### config.mk
export PLATFORM = sky130hd
export DESIGN_NAME = load_store_unit
export DESIGN_NICKNAME = d
export VERILOG_FILES = /design/src/rtl/load_store_unit.sv
export SDC_FILE = /design/constraint.sdc
export NUM_CORES = 1
export LEC_CHECK = 0
export ABC_AREA = 1
export ABC_CLOCK_PERIOD_IN_PS = 4400
export CORE_ASPECT_RATIO = 0.8
export CORE_MARGIN = 5
export CORE_UTILIZATION = 24
export CTS_CLUSTER_SIZE = 8
export DETAILED_ROUTE_END_ITERATION = 8
export SLEW_MARGIN = 20
export SYNTH_ARGS = -nofsm -noshare
export SYNTH_HDL_FRONTEND = slang
export SYNTH_SLANG_ARGS = --single-unit
### constraint.sdc
create_clock -name clk_i -period 4.4 [get_ports clk_i]
set_input_delay 0.88 -clock clk_i [delete_from_list [all_inputs] [get_ports clk_i]]
set_output_delay 0.88 -clock clk_i [all_outputs]
set_load 0.02 [all_outputs]
### src/rtl/load_store_unit.sv
// -----------------------------------------------------------------------------
// load_store_unit
//
// Purpose
//   Memory-side responder to the decoder's memrd/memw controls. Each load or
//   store becomes exactly one request/grant/rvalid data-bus transaction. The
//   unit stalls the core while the access is in flight, forms byte enables and
//   lane-replicated store data, and aligns plus sign/zero-extends load data for
//   the writeback mux.
//
// Parameters
//   TIMEOUT   cycles allowed in REQ+WAIT before a bus error is raised (>= 2)
//
// Configuration macro
//   MISALIGN_TRAP_EN  defined: a halfword with a[0]=1 or a word with a[1:0]!=0
//                     goes straight to ERR with no bus access.
//                     undefined: low address bits that break alignment are
//                     ignored and the access proceeds normally.
//
// Ports
//   clk_i      in   1   clock, rising edge
//   rst_i      in   1   asynchronous, active-high reset
//   memrd_i    in   1   load request, held stable while stall_o=1
//   memw_i     in   1   store request, held stable while stall_o=1
//   funct3_i   in   3   000 B, 001 H, 010 W, 100 BU, 101 HU (BU/HU loads only)
//   addr_i     in   32  effective byte address
//   wdata_i    in   32  store data
//   stall_o    out  1   freeze pipeline
//   done_o     out  1   one-cycle pulse: access finished, rdata_o/err_o valid
//   err_o      out  1   one-cycle pulse with done_o on any fault
//   rdata_o    out  32  aligned, extended load data; 0 for stores/errors
//   req_o      out  1   bus request
//   we_o       out  1   bus write enable
//   be_o       out  4   bus byte enables
//   baddr_o    out  32  word-aligned bus address
//   bwdata_o   out  32  lane-replicated store data
//   gnt_i      in   1   bus accepted request
//   rvalid_i   in   1   bus response (read data or write ack)
//   brdata_i   in   32  bus read data
// -----------------------------------------------------------------------------
module load_store_unit #(
   parameter int TIMEOUT = 16
) (
   input  logic        clk_i,
   input  logic        rst_i,
   input  logic        memrd_i,
   input  logic        memw_i,
   input  logic [2:0]  funct3_i,
   input  logic [31:0] addr_i,
   input  logic [31:0] wdata_i,
   output logic        stall_o,
   output logic        done_o,
   output logic        err_o,
   output logic [31:0] rdata_o,
   output logic        req_o,
   output logic        we_o,
   output logic [3:0]  be_o,
   output logic [31:0] baddr_o,
   output logic [31:0] bwdata_o,
   input  logic        gnt_i,
   input  logic        rvalid_i,
   input  logic [31:0] brdata_i
);

   localparam int CW = $clog2(TIMEOUT + 1);

   typedef enum logic [2:0] {
      S_IDLE,
      S_REQ,
      S_WAIT,
      S_DONE,
      S_ERR
   } state_t;

   state_t         state_q, state_d;
   logic           req_q, req_d;
   logic           we_q, we_d;
   logic [3:0]     be_q, be_d;
   logic [31:0]    baddr_q, baddr_d;
   logic [31:0]    bwdata_q, bwdata_d;
   logic [1:0]     off_q, off_d;      // effective byte lane of the access
   logic [2:0]     f3_q, f3_d;
   logic           load_q, load_d;
   logic [31:0]    rdata_q, rdata_d;
   logic [CW-1:0]  cnt_q, cnt_d;

   // ---------------------------------------------------------------------------
   // Request decode (IDLE-side view of the incoming access)
   // ---------------------------------------------------------------------------
   logic        req_any;
   logic [1:0]  size;
   logic [1:0]  eff_off;
   logic [3:0]  be_calc;
   logic [31:0] bwdata_calc;
   logic        f3_legal;
   logic        misalign;
   logic        fault;

   always_comb begin
      req_any = memrd_i | memw_i;
      size    = funct3_i[1:0];

      // Halfwords always use an even lane pair and words lane 0, so the lane
      // offset is the address with the alignment-breaking bits dropped.
      unique case (size)
         2'b00:   eff_off = addr_i[1:0];
         2'b01:   eff_off = {addr_i[1], 1'b0};
         default: eff_off = 2'b00;
      endcase

      unique case (size)
         2'b00:   be_calc = 4'b0001 << eff_off;
         2'b01:   be_calc = 4'b0011 << eff_off;
         default: be_calc = 4'b1111;
      endcase

      bwdata_calc = 32'h0;
      if (memw_i) begin
         unique case (size)
            2'b00:   bwdata_calc = {4{wdata_i[7:0]}};
            2'b01:   bwdata_calc = {2{wdata_i[15:0]}};
            default: bwdata_calc = wdata_i;
         endcase
      end

      // Unsigned variants exist only for loads.
      unique case (funct3_i)
         3'b000, 3'b001, 3'b010: f3_legal = 1'b1;
         3'b100, 3'b101:         f3_legal = memrd_i;
         default:                f3_legal = 1'b0;
      endcase

`ifdef MISALIGN_TRAP_EN
      misalign = ((size == 2'b01) && addr_i[0]) ||
                 ((size == 2'b10) && (addr_i[1:0] != 2'b00));
`else
      misalign = 1'b0;
`endif

      fault = (memrd_i & memw_i) | ~f3_legal | misalign;
   end

   // ---------------------------------------------------------------------------
   // Load alignment and extension from the live bus data
   // ---------------------------------------------------------------------------
   logic [31:0] load_shift;
   logic [31:0] load_ext;

   always_comb begin
      load_shift = brdata_i >> {off_q, 3'b000};
      unique case (f3_q)
         3'b000:  load_ext = {{24{load_shift[7]}}, load_shift[7:0]};
         3'b001:  load_ext = {{16{load_shift[15]}}, load_shift[15:0]};
         3'b100:  load_ext = {24'h0, load_shift[7:0]};
         3'b101:  load_ext = {16'h0, load_shift[15:0]};
         default: load_ext = load_shift;
      endcase
   end

   // ---------------------------------------------------------------------------
   // State register
   // ---------------------------------------------------------------------------
   // NOTE: every flop is updated with <= so all of them see the same
   // pre-edge values; the capture registers carry no data worth keeping
   // across reset but are cleared anyway so every output reads 0 in reset.
   always_ff @(posedge clk_i or posedge rst_i) begin
      if (rst_i) begin
         state_q  <= S_IDLE;
         req_q    <= 1'b0;
         we_q     <= 1'b0;
         be_q     <= 4'h0;
         baddr_q  <= 32'h0;
         bwdata_q <= 32'h0;
         off_q    <= 2'b00;
         f3_q     <= 3'b000;
         load_q   <= 1'b0;
         rdata_q  <= 32'h0;
         cnt_q    <= '0;
      end else begin
         state_q  <= state_d;
         req_q    <= req_d;
         we_q     <= we_d;
         be_q     <= be_d;
         baddr_q  <= baddr_d;
         bwdata_q <= bwdata_d;
         off_q    <= off_d;
         f3_q     <= f3_d;
         load_q   <= load_d;
         rdata_q  <= rdata_d;
         cnt_q    <= cnt_d;
      end
   end

   // ---------------------------------------------------------------------------
   // Next-state and datapath
   // ---------------------------------------------------------------------------
   logic [CW-1:0] cnt_inc;
   logic          timeout_hit;

   always_comb begin
      // NOTE: every signal written here gets a default first, so no path
      // leaves one unassigned and no latch is inferred.
      state_d  = state_q;
      req_d    = req_q;
      we_d     = we_q;
      be_d     = be_q;
      baddr_d  = baddr_q;
      bwdata_d = bwdata_q;
      off_d    = off_q;
      f3_d     = f3_q;
      load_d   = load_q;
      rdata_d  = rdata_q;
      cnt_d    = cnt_q;

      cnt_inc     = cnt_q + CW'(1);
      timeout_hit = (cnt_inc == CW'(TIMEOUT));

      unique case (state_q)
         S_IDLE: begin
            if (req_any) begin
               cnt_d   = '0;
               f3_d    = funct3_i;
               load_d  = memrd_i;
               off_d   = eff_off;
               rdata_d = 32'h0;
               if (fault) begin
                  state_d = S_ERR;
               end else begin
                  state_d  = S_REQ;
                  req_d    = 1'b1;
                  we_d     = memw_i;
                  be_d     = be_calc;
                  baddr_d  = {addr_i[31:2], 2'b00};
                  bwdata_d = bwdata_calc;
               end
            end
         end

         S_REQ, S_WAIT: begin
            cnt_d = cnt_inc;
            // Bus progress in the same cycle wins over the timeout.
            if (state_q == S_REQ && gnt_i) begin
               req_d    = 1'b0;
               we_d     = 1'b0;
               be_d     = 4'h0;
               baddr_d  = 32'h0;
               bwdata_d = 32'h0;
               if (rvalid_i) begin
                  rdata_d = load_q ? load_ext : 32'h0;
                  state_d = S_DONE;
               end else begin
                  state_d = S_WAIT;
               end
            end else if (state_q == S_WAIT && rvalid_i) begin
               rdata_d = load_q ? load_ext : 32'h0;
               state_d = S_DONE;
            end else if (timeout_hit) begin
               req_d    = 1'b0;
               we_d     = 1'b0;
               be_d     = 4'h0;
               baddr_d  = 32'h0;
               bwdata_d = 32'h0;
               state_d  = S_ERR;
            end
         end

         // The core advances during DONE/ERR, so requests are not re-sampled.
         S_DONE:  state_d = S_IDLE;
         S_ERR:   state_d = S_IDLE;
         default: state_d = S_IDLE;
      endcase
   end

   // ---------------------------------------------------------------------------
   // Outputs
   // ---------------------------------------------------------------------------
   always_comb begin
      stall_o = 1'b0;
      done_o  = 1'b0;
      err_o   = 1'b0;
      rdata_o = 32'h0;

      unique case (state_q)
         // Gated by reset so the stall request cannot leak out during reset.
         S_IDLE:        stall_o = req_any & ~rst_i;
         S_REQ, S_WAIT: stall_o = 1'b1;
         S_DONE: begin
            done_o  = 1'b1;
            rdata_o = rdata_q;
         end
         S_ERR: begin
            done_o = 1'b1;
            err_o  = 1'b1;
         end
         default: stall_o = 1'b0;
      endcase
   end

   assign req_o    = req_q;
   assign we_o     = we_q;
   assign be_o     = be_q;
   assign baddr_o  = baddr_q;
   assign bwdata_o = bwdata_q;

endmodule

# After elaboration in Yosys (flattened, before gate mapping)
# Index checks and enable logic that the tools add are counted.
# op_classes
bitwise_logic,6
muxes,49
n_reduce_logical,16
n_eq_ne,20
n_shift,3
addsub,1
# op_table
cell,count
2-to-1 mux 32 bit,14
case mux 32 bit (2 select lines),4
case mux 32 bit (4 select lines),1
>> shifter 32 x 5 -> 32 bit,1
2-to-1 mux 4 bit,5
case mux 4 bit (2 select lines),2
"== test 3 bit, second input constant",5
2-to-1 mux 3 bit,5
"!= test 3 bit, second input constant",4
2-to-1 mux 1 bit,10
case mux 5 bit (2 select lines),1
"== test 3 x 1 -> 1 bit, second input constant",3
"== test 3 x 2 -> 1 bit, second input constant",3
logical NOT 3 bit,3
case mux 1 bit (2 select lines),4
case mux 3 bit (2 select lines),1
AND reduction 2 bit,3
OR reduction 2 bit,3
"adder 5 x 1 -> 5 bit, second input constant",1
"== test 5 bit, second input constant",1
2-to-1 mux 5 bit,1
AND reduction 5 bit,1
"!= test 2 bit, second input constant",2
"!= test 4 bit, second input constant",1
other kinds (12),16
# word_totals
elab_cells,106
reg_bits,116
input_bits,105
out_inout_bits,105

# Logic depth before layout (Yosys ltp)
# depth
word_depth,8
depth_mapped,11
depth_no_buf,9

# Worst setup path before layout
# Ideal clock, no wire load.
# synth_path
path_type,input-to-output
from,input port memw_i
to,output port stall_o
n_path_buf,1
t_arrival_ps,1793
setup_slack_ps,1727
cell_stages,5
required_ps,3520
cell_sequence,buf_2 > nor2_1 > nor2_1 > inv_1 > o21ai_0
# synth_via
elab_chain_len,3
# synth_lines
element,line_no,text
start: declaration,47,"input logic memw_i,"
OR 1 bit,100,req_any = memrd_i | memw_i;
AND 1 bit,285,S_IDLE: stall_o = req_any & ~rst_i;
case mux 1 bit (2 select lines),283,unique case (state_q)
end: declaration,51,"output logic stall_o,"
# No other way between the ends.

# Final worst setup path
# Ends and elaborated chain as after synthesis.

==> flow_summary.ini <==
[run_status]
outcome = finished, final reports clean

[sta]
fin_crit_ps = 3520
hold_ws_ps = 467
finalSetupViolations = 0
relSlewSlack = 0.257
tightest_slew_ps = 1110
final-hold-violation-count = 0
timing.final.crit_share = 0.800
fin_worst_skew_ps = 7.55
drv_slew = 0
setup_ws_ps = 882
timing.fmax_mhz = 284
fin_setup_tns_ps = 0
rsz0062_at_grt = false

[min_path]
hold_path_startpoint = baddr_o[26]$_DFFE_PP0P_
hold-path-cell-count = 2
hold_end = baddr_o[26]$_DFFE_PP0P_
hp-class = reg -> reg

[layout]
stdcell_count = 1478
drive_above_1_share = 0.0536
seq_area_mm2 = 0.00285
final_nets = 1213
syn_to_final_growth_pct = 46.7
fin_area_mm2 = 0.00933
num-fill-cells = 2805
multi_input_area_mm2 = 0.00289

[global_route]
use_met2 = 0.231
grt_use_met1 = 0.216
top_usage_layer = met2
grt_pass1_wl_mm = 36.4
grt_pass1_vias = 6458
track_usage = 0.155
grt_max_degree = 69
antenna_found_initial = 1
overflow = 0
grt_use_met3 = 0.0445

[synthesis]
ys_types = 33
synth.ff_latch_count = 114
synth_top_family_by_area = simple AND/OR/NAND/NOR gates
synth-compound-area-share = 0.0868
synthMuxAreaShare = 0
synth-seq-area-share = 0.449
syn_avg_cell_area_um2 = 6.88
synth_fa_ha_area_frac = 0.00197
synthXorXnorAreaFrac = 0
ys_warn_count = 0
synth_simple_gate_area_frac = 0.364
syn_inst = 924
synth_area_mm2 = 0.00636

[setup_path]
start_kind = input pin
crit_arrival_ps = 2640
r2r_slack_ps = 1410
crit_path_end_kind = output pin
r2r_end = rdata_q[27]$_DFFE_PP0P_
critPathRequiredTime_ps = 3520
reg2regPathDepth = 7
worstSetupPathType = in -> out
worstReg2RegStart = off_q[0]$_DFFE_PP0P_
cp_max_fo = 10

[power_and_ir_drop]
powerDensity_mw_per_mm2 = 684
irDropWorstVdd_uv = 309
leakage_uw = 0.00431

[placement]
place_hpwl_mm = 16.7
gp_congestion = 0.881
placed_area_mm2 = 0.00873
place.port_buffers = 207
placed_cells = 1445
dpl_worst_slack_ps = 844

[detailed_routing]
drt_iter0_drc = 465
first_pass_iters = 5
vias = 6639
viasPerCell = 4.49
antenna_left = 0
drc = 0
wl_per_cell_um = 15.7
wl_mm = 23.2

[die]
die_area_mm2 = 0.0299
pin_count = 210
num_rows = 53
coreArea_mm2 = 0.0262
start_util = 0.243
die-height_um = 156
die_w_um = 192

[cts]
post_cts_buffers = 0
cts_made_buffers = 17
path_clk_slew_ps = 50
cts_hold_buf = 0
cts_resized = 0
h-tree-depth = 4
clockBufferDepth = 2
clk_latency_ps = 420
clock-sinks = 114
cts_tree = built
root_buffer = clkbuf_16

[job]
cap_viol_max_count = 0
[final cells by class]
class	instances	share of cell area
Sequential cell	114	0.306
Inverter	93	0.0377
Antenna cell	1	0.000268
Multi-Input combinational cell	659	0.310
Tap cell	357	0.0479
Clock inverter	13	0.0173
Timing Repair Buffer	222	0.234
Clock buffer	19	0.0464
[synth_stat cells (all sizes together)]
cell type  instances  area share
nor3              17       0.013
ha                 1      0.0020
conb               1     0.00059
clkinv             1     0.00059
nand4             20       0.020
nand3             99       0.079
o22ai              9      0.0089
buf               27       0.024
o31ai              1      0.0012
a21oi             10      0.0085
o211ai             7      0.0083
clkbuf            32       0.019
dfrtp            114        0.45
inv               92       0.054
o21ai             69       0.054
o21a               1      0.0012
a22o               1      0.0014
or2                1     0.00098
a21boi             1      0.0012
a31oi              2      0.0020
nor2             108       0.067
nand2            310        0.18
[metal layers]
layer  wire (um)  vias up  part of all wire
met5           0        -                 0
li1            -     3297                 -
met4         559        0             0.024
met1       11000     3134              0.47
met3        1340       36             0.058
met2       10300      172              0.45
[where the power goes]
group	switching, uW	total (uW)	leakage, uW	internal, uW
sequential	311	1750	0.00150	1440
clock	525	1410	0.000279	889
combinational	2100	3210	0.00253	1120
[sequential cells by signal (all words and copies together), names as in the netlist]
| signal | cells |
|---|---|
| baddr_o | 30 |
| be_o | 4 |
| bwdata_o | 32 |
| cnt_q | 5 |
| f3_q | 3 |
| load_q | 1 |
| off_q | 2 |
| rdata_q | 32 |
| req_o | 1 |
| state_q | 3 |
| we_o | 1 |
[stage by stage]
stage               total power, uW  utilization
detailed placement             5010        0.333
global route                   6880        0.356
CTS                            6470        0.356
floorplan                      3780            -
finish                         6380        0.356
global placement               4980        0.333
[critical path, cell delays in order]
cell	delay, ps
clkdlybuf4s50_1	450
buf_4	190
nor2_1	80
nor2_1	150
inv_1	90
o21ai_0	150
clkdlybuf4s50_1	640
[how the worst max path moves through the flow]
| stage | startpoint | endpoint | slack (ps) |
|---|---|---|---|
| after global routing | state_q[2]$_DFFE_PP0P_ | rdata_o[27] | 680 |
| final | memw_i | stall_o | 880 |
| after CTS | state_q[2]$_DFFE_PP0P_ | rdata_o[18] | 800 |
| after detailed placement | memw_i | stall_o | 840 |
| after global placement | memw_i | stall_o | 880 |
| after floorplan | rst_i | baddr_o[10]$_DFFE_PP0P_ | 500 |
[cells by family after synthesis]
kind of cell    after synthesis
simple gates                555
buf+inv                     152
flops                       114
compound gates              101
fa+ha+maj                     1
other cells                   1
[cells in the final DEF, fill, tap and decap left out, drive strengths merged, types with 4 or more instances in the layout]
cell / synthesis / layout
nand2: 310 / 310
clkdlybuf4s50: 0 / 207
dfrtp: 114 / 114
nor2: 108 / 108
nand3: 99 / 99
inv: 92 / 93
o21ai: 69 / 69
nand4: 20 / 20
clkbuf: 32 / 19
nor3: 17 / 17
buf: 27 / 15
a21oi: 10 / 10
o22ai: 9 / 9
o211ai: 7 / 7
clkinv: 1 / 6
clkinvlp: 0 / 4
(Power assumes the default switching activity.)
